## src/rtl/exe_stage_if.sv

```systemverilog
// exe_stage_if: bundles the ID/EX pipeline register fields consumed by the
// execute stage together with the results it hands back.
//   master : upstream side (drives the decoded instruction, sees results/stall)
//   slave  : the execute stage itself
interface exe_stage_if;
  logic [3:0]  exe_cmd;          // ALU operation, 0000 = bubble
  logic        mem_r_en;         // LDR: ALU computes address
  logic        mem_w_en;         // STR: ALU computes address
  logic        s;                // update NZCV
  logic        imm;              // I bit of the instruction
  logic [11:0] shifter_operand;  // Val2 source field
  logic [23:0] signed_immediate; // branch offset in words
  logic [31:0] pc;               // PC+4 of the instruction
  logic [31:0] val_rn;
  logic [31:0] val_rm;
  logic [31:0] alu_result;       // result / address / product
  logic [31:0] branch_address;
  logic [3:0]  status;           // {N,Z,C,V}
  logic        exe_stall;        // hold upstream, bubble downstream

  modport master (
    output exe_cmd, mem_r_en, mem_w_en, s, imm, shifter_operand,
           signed_immediate, pc, val_rn, val_rm,
    input  alu_result, branch_address, status, exe_stall
  );

  modport slave (
    input  exe_cmd, mem_r_en, mem_w_en, s, imm, shifter_operand,
           signed_immediate, pc, val_rn, val_rm,
    output alu_result, branch_address, status, exe_stall
  );
endinterface

```

## src/rtl/exe_stage.sv

```systemverilog
// exe_stage: execute stage of the 5-stage ARM pipeline.
// Val2 generator, 33-bit ALU with NZCV flags, branch-target adder, status
// register, and an iterative shift-add multiplier (MUL_BITS multiplier bits
// per cycle) that stalls the upstream pipeline while it runs.
// Ports:
//   clk   - pipeline clock, all state on rising edge
//   reset - synchronous, active-high
//   bus   - exe_stage_if.slave: instruction fields in, result/branch/status/stall out
module exe_stage #(
  parameter int MUL_BITS = 1  // 1, 2, 4 or 8
) (
  input  logic        clk,
  input  logic        reset,
  exe_stage_if.slave  bus
);

  localparam int STEPS = 32 / MUL_BITS;

  localparam logic [3:0] CMD_NOP = 4'b0000;
  localparam logic [3:0] CMD_MOV = 4'b0001;
  localparam logic [3:0] CMD_ADD = 4'b0010;
  localparam logic [3:0] CMD_ADC = 4'b0011;
  localparam logic [3:0] CMD_SUB = 4'b0100;
  localparam logic [3:0] CMD_SBC = 4'b0101;
  localparam logic [3:0] CMD_AND = 4'b0110;
  localparam logic [3:0] CMD_ORR = 4'b0111;
  localparam logic [3:0] CMD_EOR = 4'b1000;
  localparam logic [3:0] CMD_MVN = 4'b1001;
  localparam logic [3:0] CMD_MUL = 4'b1010;

  typedef enum logic [1:0] {IDLE, BUSY, DONE} mul_state_t;

  mul_state_t  state;
  logic [31:0] acc, mcand, mplier;
  logic [5:0]  cnt;
  logic [3:0]  status_q;

  function automatic logic [31:0] ror32(input logic [31:0] x, input logic [4:0] n);
    ror32 = (n == 5'd0) ? x : ((x >> n) | (x << (6'd32 - {1'b0, n})));
  endfunction

  // ---------------- Val2 ----------------
  logic [11:0] so;
  logic [4:0]  sh_amt;
  logic [31:0] val2;

  assign so     = bus.shifter_operand;
  assign sh_amt = so[11:7];

  always_comb begin
    val2 = bus.val_rm;
    if (bus.mem_r_en || bus.mem_w_en)
      val2 = {{20{so[11]}}, so};
    else if (bus.imm)
      val2 = ror32({24'b0, so[7:0]}, {so[11:8], 1'b0});
    else if (sh_amt != 5'd0) begin
      case (so[6:5])
        2'b00:   val2 = bus.val_rm << sh_amt;
        2'b01:   val2 = bus.val_rm >> sh_amt;
        2'b10:   val2 = $signed(bus.val_rm) >>> sh_amt;
        default: val2 = ror32(bus.val_rm, sh_amt);
      endcase
    end
  end

  // ---------------- ALU ----------------
  logic [31:0] a, res;
  logic [32:0] sum;
  logic        c_in, c_new, v_new;
  logic [3:0]  flags;

  assign a    = bus.val_rn;
  assign c_in = status_q[1];

  always_comb begin
    sum   = '0;
    res   = val2;         // MOV, bubble and unused encodings
    c_new = status_q[1];  // C,V kept unless arithmetic
    v_new = status_q[0];
    case (bus.exe_cmd)
      CMD_MVN: res = ~val2;
      CMD_ADD, CMD_ADC: begin
        sum   = {1'b0, a} + {1'b0, val2} + {32'b0, (bus.exe_cmd == CMD_ADC) & c_in};
        res   = sum[31:0];
        c_new = sum[32];
        v_new = (a[31] == val2[31]) && (res[31] != a[31]);
      end
      // a - b = a + ~b + 1; SBC replaces the +1 with the carry (a - b - ~C)
      CMD_SUB, CMD_SBC: begin
        sum   = {1'b0, a} + {1'b0, ~val2} + {32'b0, (bus.exe_cmd == CMD_SUB) | c_in};
        res   = sum[31:0];
        c_new = sum[32];
        v_new = (a[31] != val2[31]) && (res[31] != a[31]);
      end
      CMD_AND: res = a & val2;
      CMD_ORR: res = a | val2;
      CMD_EOR: res = a ^ val2;
      CMD_MUL: res = acc;
      default: res = val2;
    endcase
  end

  assign flags = {res[31], (res == 32'd0), c_new, v_new};

  // Stall must rise in the same cycle a MUL shows up in IDLE, so it is
  // decoded from the registered state plus the incoming command.
  assign bus.exe_stall = (state == BUSY) ||
                         (state == IDLE && bus.exe_cmd == CMD_MUL);

  // Bubbles never touch the flags even if s happens to be set.
  logic s_eff;
  assign s_eff = bus.s && (bus.exe_cmd != CMD_NOP);

  logic [31:0] digit;
  assign digit = 32'(mplier[MUL_BITS-1:0]);

  always_ff @(posedge clk) begin
    if (reset) begin
      status_q <= 4'b0;
      state    <= IDLE;
      acc      <= '0;
      mcand    <= '0;
      mplier   <= '0;
      cnt      <= '0;
    end else begin
      if (s_eff && !bus.exe_stall) status_q <= flags;
      case (state)
        IDLE: if (bus.exe_cmd == CMD_MUL) begin
          acc    <= '0;
          mcand  <= bus.val_rn;
          mplier <= bus.val_rm;
          cnt    <= '0;
          state  <= BUSY;
        end
        BUSY: begin
          acc    <= acc + mcand * digit;
          mcand  <= mcand << MUL_BITS;
          mplier <= mplier >> MUL_BITS;
          cnt    <= cnt + 6'd1;
          if (cnt == 6'(STEPS - 1)) state <= DONE;
        end
        // Upstream advances on this edge; a following MUL restarts from IDLE.
        DONE:    state <= IDLE;
        default: state <= IDLE;
      endcase
    end
  end

  assign bus.alu_result     = res;
  assign bus.status         = status_q;
  assign bus.branch_address = bus.pc + {{6{bus.signed_immediate[23]}}, bus.signed_immediate, 2'b00};

endmodule
```

## src/flat_wrapper.sv

```systemverilog
// flat-port wrapper written by rule: the top's interface ports become plain ports
module exe_stage_flat 
#(
  parameter int MUL_BITS = 1                 
)
  (clk, reset, bus_exe_cmd, bus_mem_r_en, bus_mem_w_en, bus_s, bus_imm, bus_shifter_operand, bus_signed_immediate, bus_pc, bus_val_rn, bus_val_rm, bus_alu_result, bus_branch_address, bus_status, bus_exe_stall);
  exe_stage_if bus_i ();
  input  logic clk;
  input  logic reset;
  input wire logic [$bits(bus_i.exe_cmd)-1:0] bus_exe_cmd;
  input wire logic [$bits(bus_i.mem_r_en)-1:0] bus_mem_r_en;
  input wire logic [$bits(bus_i.mem_w_en)-1:0] bus_mem_w_en;
  input wire logic [$bits(bus_i.s)-1:0] bus_s;
  input wire logic [$bits(bus_i.imm)-1:0] bus_imm;
  input wire logic [$bits(bus_i.shifter_operand)-1:0] bus_shifter_operand;
  input wire logic [$bits(bus_i.signed_immediate)-1:0] bus_signed_immediate;
  input wire logic [$bits(bus_i.pc)-1:0] bus_pc;
  input wire logic [$bits(bus_i.val_rn)-1:0] bus_val_rn;
  input wire logic [$bits(bus_i.val_rm)-1:0] bus_val_rm;
  output wire logic [$bits(bus_i.alu_result)-1:0] bus_alu_result;
  output wire logic [$bits(bus_i.branch_address)-1:0] bus_branch_address;
  output wire logic [$bits(bus_i.status)-1:0] bus_status;
  output wire logic [$bits(bus_i.exe_stall)-1:0] bus_exe_stall;
  assign bus_i.exe_cmd = bus_exe_cmd;
  assign bus_i.mem_r_en = bus_mem_r_en;
  assign bus_i.mem_w_en = bus_mem_w_en;
  assign bus_i.s = bus_s;
  assign bus_i.imm = bus_imm;
  assign bus_i.shifter_operand = bus_shifter_operand;
  assign bus_i.signed_immediate = bus_signed_immediate;
  assign bus_i.pc = bus_pc;
  assign bus_i.val_rn = bus_val_rn;
  assign bus_i.val_rm = bus_val_rm;
  assign bus_alu_result = bus_i.alu_result;
  assign bus_branch_address = bus_i.branch_address;
  assign bus_status = bus_i.status;
  assign bus_exe_stall = bus_i.exe_stall;
  exe_stage #(.MUL_BITS(MUL_BITS)) u_core (.clk(clk), .reset(reset), .bus(bus_i));
endmodule
```

## config.mk

```make
export PLATFORM = sky130hd
export DESIGN_NAME = exe_stage_flat
export DESIGN_NICKNAME = d
export VERILOG_FILES = /design/src/rtl/exe_stage_if.sv /design/src/rtl/exe_stage.sv /design/src/flat_wrapper.sv
export SDC_FILE = /design/constraint.sdc
export NUM_CORES = 1
export LEC_CHECK = 0
export BUFFER_PORTS_ARGS = -buffer_cell sky130_fd_sc_hd__buf_2
export CORE_MARGIN = 1
export CORE_UTILIZATION = 25
export DETAILED_ROUTE_END_ITERATION = 8
export PLACE_DENSITY = 0.5
export SLEW_MARGIN = 30
export SYNTH_ARGS = -nofsm -noshare
export SYNTH_HDL_FRONTEND = slang
export SYNTH_SLANG_ARGS = --single-unit
```

## constraint.sdc

```tcl
create_clock -name clk -period 19.4 [get_ports clk]
set_clock_uncertainty 0.15 [all_clocks]
set_input_delay 0.97 -clock clk [delete_from_list [all_inputs] [get_ports clk]]
set_output_delay 0.97 -clock clk [all_outputs]
set_load 0.05 [all_outputs]
```

==> Word-level counts from Yosys, hierarchy flattened <==
Index checks and enable logic that the tools add are counted.
{ "word_totals": {"ff_bits": 108, "input_bits": 142, "word_cells": 92} }
{ "classes": {"add_sub_neg": 9, "n_mul": 1, "eq_ne": 19, "shift": 6, "mux": 20, "bitwise_logic": 8, "reduce_logical": 22} }
{ "op_table": {"columns": ["op", "count"], "rows": [
  ["$mux 32", 8],
  ["$pmux 32 s7", 1],
  ["$pmux 32 s2", 3],
  ["$or 32x32->32", 3],
  ["$pmux 32 s3", 1],
  ["$add 32x32->33", 2],
  ["$add 33x1->33", 2],
  ["$add 32x32->32", 2],
  ["$and 32x32->32", 1],
  ["$logic_not 32->1", 1],
  ["$mul 32x1->32", 1],
  ["$not 32->32", 1],
  ["$shl 32x5->32", 1],
  ["$shl 32x6->32", 1],
  ["$shl 8x6->32", 1],
  ["$shr 32x5->32", 1],
  ["$shr 8x5->32", 1],
  ["$sshr 32x5->32", 1],
  ["$xor 32x32->32", 1],
  ["$eq 4x3->1 const B", 4],
  ["$eq 4x4->1 const B", 3],
  ["$pmux 6 s2", 1],
  ["$sub 6x5->6 const A", 2],
  ["$eq 4x2->1 const B", 2],
  ["other kinds (24)", 40]
]} }

==> Longest topological paths before layout <==
{ "logic_depth": {"word_depth": 14, "ltp_mapped": 34, "mapped_depth_nobuf": 27} }

==> Worst setup path after synthesis <==
OpenSTA, ideal clock, no wires.
{ "synth_path": {"path_kind": "in2out", "from": "input port bus_shifter_operand[8]", "to": "output port bus_alu_result[29]", "t_arrival_ns": 7.778, "required_ns": 18.280, "setup_slack_ns": 10.502, "stages": 29, "n_path_buf": 7, "path_cell_list": "buf_2 -> inv_2 -> buf_2 -> buf_2 -> buf_2 -> buf_1 -> ha_1 -> buf_2 -> nor2b_1 -> o311ai_2 -> o22ai_1 -> a2111oi_2 -> a211oi_1 -> mux2_2 -> inv_1 -> ha_1 -> clkbuf_1 -> nor3_1 -> o21ai_0 -> a2111oi_0 -> o2111ai_1 -> o311ai_0 -> a211o_1 -> o21ai_0 -> xor2_1 -> a221oi_1 -> nand2_1 -> nor2_1 -> o21ai_0"} }
{ "synth_between": {"elab_chain_cells": 12, "word_cells_on_any_way": 28, "cone_classes": "add/sub (6); shift (6); mux (7); bitwise (6); reduce/logical (3)"} }
{ "synth_rtl": {"columns": ["element", "line", "text"], "rows": [
  ["from (decl)", "flat_wrapper.sv:15", "input wire logic [$bits(bus_i.shifter_operand)-1:0] bus_shifter_operand;"],
  ["$sub 6x5->6", "exe_stage.sv:39", "ror32 = (n == 5'd0) ? x : ((x >> n) | (x << (6'd32 - {1'b0, n})));"],
  ["$shl 32x6->32", "exe_stage.sv:39", null],
  ["$or 32x32->32", "exe_stage.sv:39", null],
  ["$mux 32", "exe_stage.sv:39", null],
  ["$pmux 32 s3", "exe_stage.sv:57", "case (so[6:5])"],
  ["$mux 32", "exe_stage.sv:56", "else if (sh_amt != 5'd0) begin"],
  ["$mux 32", "exe_stage.sv:54", "else if (bus.imm)"],
  ["$mux 32 *", "exe_stage.sv:52", "if (bus.mem_r_en || bus.mem_w_en)"],
  ["$not 32->32", "exe_stage.sv:81, exe_stage.sv:90", null],
  ["$add 32x32->33", "exe_stage.sv:90", "sum = {1'b0, a} + {1'b0, ~val2} + {32'b0, (bus.exe_cmd == CMD_SUB) | c_in};"],
  ["$add 33x1->33", "exe_stage.sv:90", null],
  ["$pmux 32 s7 *", "exe_stage.sv:80", "case (bus.exe_cmd)"],
  ["to (decl)", "flat_wrapper.sv:20", "output wire logic [$bits(bus_i.alu_result)-1:0] bus_alu_result;"]
]} }
Every way passes the cells marked *; elsewhere a longest branch is shown, timed or not.

==> Worst setup path in the final report <==
{ "layout_path": {"from": "input port bus_shifter_operand[8]", "to": "output port bus_alu_result[31]"} }
Same word-level chain as after synthesis.

==> impl_results.md <==
* Status: finished, final reports clean
* Vias at 25000
* Asr flop ratio synth at 0
* Skew-Pair Late Insertion Delay at 390 ps
* Internal power at 0.571 mW
* Post-CTS setup buffers at 0
* Post-CTS Resized at 0
* Yosys warns at 0
* Initial Utilization at 0.253
* Met2 wire length at about 48000 um
* RePlAce Congestion at ~1.1
* Fin crit share at 0.536
* Slew HR at 0.282
* Synthesized net count at 3193
* Clk root buf: clkbuf_16
* Hold buffer count at cts at 0
* Met1 WL at 45700 um
* Die Wd at between 200 and 300 um
* Max FO, Critical Path at 45
* Multi-input gate area at approximately 18000 um2
* Syn_area_per_cell at between 7 and 8 um2
* Startpoint types: input pin
* Placed Instances at 4046
* RSZ-0062 raised after global routing: false
* Clk sinks at about 110
* CTS tree: built
* Setup-failing EPs final at 0
* Required time of the critical path at about 18000 ps
* Iter 0 DRT Violations at approximately 3300
* Initial antenna violation count at 6
* Final net count at about 3200
* Static Leak at 9.91 nW
* First-pass GRT wire length at 160000 um
* CTS H-tree depth at 3
* PwrDens at roughly 52 nW/um2
* Synth Register Bits at 108
* Count of flip-flops with a built-in enable after synthesis at 0
* DR WL/cell at 27.4 um
* Layout cells sized above 1 at 0.169
* Critical path arrival at roughly 9300 ps
* Share of power burned in registers at 0.188
* Final Hold Vio Count at 0
* Via count of the first global-routing pass at 23000
* Clk pin slew, worst setup/hold paths at 80 ps
* Commonest non-fill, non-tap cell in the layout: nor2_1
* Fillers at approximately 9500
* IO Port Bufs at 206
* FP Rows at around 110
* Max-slew violation count at 0
* Antenna-violating nets left at 0
* Commonest non-fill, non-tap cells in the layout: 276 x nor2_1, 212 x nand2_1, 202 x buf_2, 190 x a21oi_1, 160 x ha_1
* Main synth FF type: dfxtp_1
* Peak supply drop at 0.0465 mV
* Switching Share at 0.542
* Proportion of power drawn by combinational gates at 0.646
* Setup TNS at 0 ps
* CTS Buffer Depth at 2
* Post-Layout Cell Count at around 4100
* Die height at 296 um
* Largest net degree at the start of global routing at 80
* Number of vias per cell at 6.15
* Congestion Overflow GR at 0
* Post-detail-place hpwl at roughly 83000 um
* I/O pin cnt at between 200 and 250
* Max cap viols at 0
* Die area at about 88000 um2
* Final Routed Wirelength at ~110000 um
* Area of the core at roughly 85000 um2
* Yosys cell types at between 100 and 150
* Register area at about 2200 um2
* Area Overhead vs Synth at 10.2%
* Worst Tran Pin Value at 1080 ps
* Total GRT Usage at 0.245
* Worst reg-to-reg setup slack at about 14000 ps
* Hold Path Class: reg -> reg
* Fmax at approximately 96 MHz
* CTS Buf Count at 9
* Min cycle time layout at roughly 10000 ps
* Endpoint type of the worst setup path: output pin
* Crit Path Category: in -> out
* DRC errors left at 0
* Mapped Area at around 22000 um2
* Met3 WL at between 10000 and 15000 um
* Clk pwr share at 0.166
* Drt pass-1 iters at 8
* P_sw at 0.675 mW
* Highest routed metal layer: met5
* Post-synthesis sequential area ratio at 0.100
* Mapped Cells at 2885
synth_stat cells, types with 34 or more instances:
library cell / instances / area share
inv_1: 148 / 0.026
and2_1: 57 / 0.016
a21oi_1: 190 / 0.044
xnor2_1: 47 / 0.019
nand3_1: 69 / 0.016
o22ai_1: 38 / 0.011
o21ai_0: 155 / 0.036
a31oi_1: 42 / 0.012
dfxtp_1: 108 / 0.10
mux2i_1: 146 / 0.068
nor2_1: 284 / 0.049
mux4_2: 74 / 0.077
ha_1: 160 / 0.093
a211oi_1: 73 / 0.025
nand2_1: 212 / 0.037
a22oi_1: 35 / 0.012
nor3_1: 62 / 0.014
a21o_1: 49 / 0.017
nand2b_1: 34 / 0.0098
buf_2: 43 / 0.010
mux2_2: 57 / 0.030
clkbuf_1: 162 / 0.028
routing by layer:
layer,vias to the layer above,GRT usage
met5,-,0
met4,8,0.143
met3,375,0.0495
met2,1545,0.378
met1,12100,0.315
li1,11000,-
final cells by class:
cell class | count | share of cell area
Multi-Input combinational cell | 2378 | 0.749
Sequential cell | 108 | 0.0908
Timing Repair Buffer | 263 | 0.0627
Tap cell | 1144 | 0.0601
Inverter | 153 | 0.0241
Clock buffer | 9 | 0.00946
Clock inverter | 7 | 0.00362
Antenna cell | 2 | 0.000210
final timing paths:
| check | startpoint | endpoint | cells after the start |
|---|---|---|---|
| setup / recovery | bus_shifter_operand[8] | bus_alu_result[31] | 26 |
| setup reg to reg | u_core.bus.status[1] | u_core.bus.status[2] | 17 |
| hold / removal | u_core.mplier[20] | u_core.mplier[19] | 2 |
| hold reg to reg | u_core.mplier[20] | u_core.mplier[19] | 2 |
through the flow:
stage / power (mW) / utilization / hold WS (ps) / setup WS (ps) / instance area [um2]
floorplan: 0.775 / - / 287 / 10500 / 21600
global placement: 1.02 / 0.275 / 300 / 9310 / 23500
detailed placement: 1.02 / 0.275 / 310 / 9230 / 23500
CTS: 1.23 / 0.279 / 332 / 9200 / 23800
global route: 1.30 / 0.279 / 364 / 8610 / 23800
finish: 1.25 / 0.279 / 326 / 9000 / 23800
cells by family (layout without fill, tap and decap cells):
logic type | after synthesis | in the layout | synth area share
other cells | 0 | 2 | 0
buf+inv | 399 | 432 | 0.0792
mux | 283 | 283 | 0.179
fa+ha+maj | 166 | 166 | 0.0982
simple gates | 894 | 894 | 0.200
xor+xnor | 73 | 73 | 0.0299
compound gates | 962 | 962 | 0.314
flops | 108 | 108 | 0.100
critical path, cell delays in order:
cell,delay (ps)
buf_4,470
inv_2,340
buf_4,410
ha_1,390
and2_1,180
ha_1,450
and3b_1,270
nand2_2,230
nor2_1,120
a2111oi_0,760
a31oi_1,230
nor2_1,590
ha_1,470
nor2_1,180
o311ai_0,180
a2111oi_0,660
o2111ai_1,170
o311ai_0,140
buf_4,220
a211o_1,120
o21ai_0,150
o31a_1,320
xor2_1,150
a221oi_1,100
a32oi_1,510
buf_2,370
flip-flops by register name, summed over array words and instances (netlist names):
| name | cells |
|---|---|
| u_core.state | 2 |
| u_core.bus.status | 4 |
| u_core.cnt | 6 |
| u_core.acc | 32 |
| u_core.mcand | 32 |
| u_core.mplier | 32 |
power by group through the flow:
| stage | registers [mW] | logic [mW] | clock network, mW |
|---|---|---|---|
| global placement | 0.239 | 0.782 | 0 |
| global route | 0.235 | 0.843 | 0.219 |
| floorplan | 0.239 | 0.536 | 0 |
| CTS | 0.234 | 0.781 | 0.211 |
| finish | 0.234 | 0.804 | 0.207 |
| detailed placement | 0.239 | 0.778 | 0 |
Power figures use the tool's default switching activity.
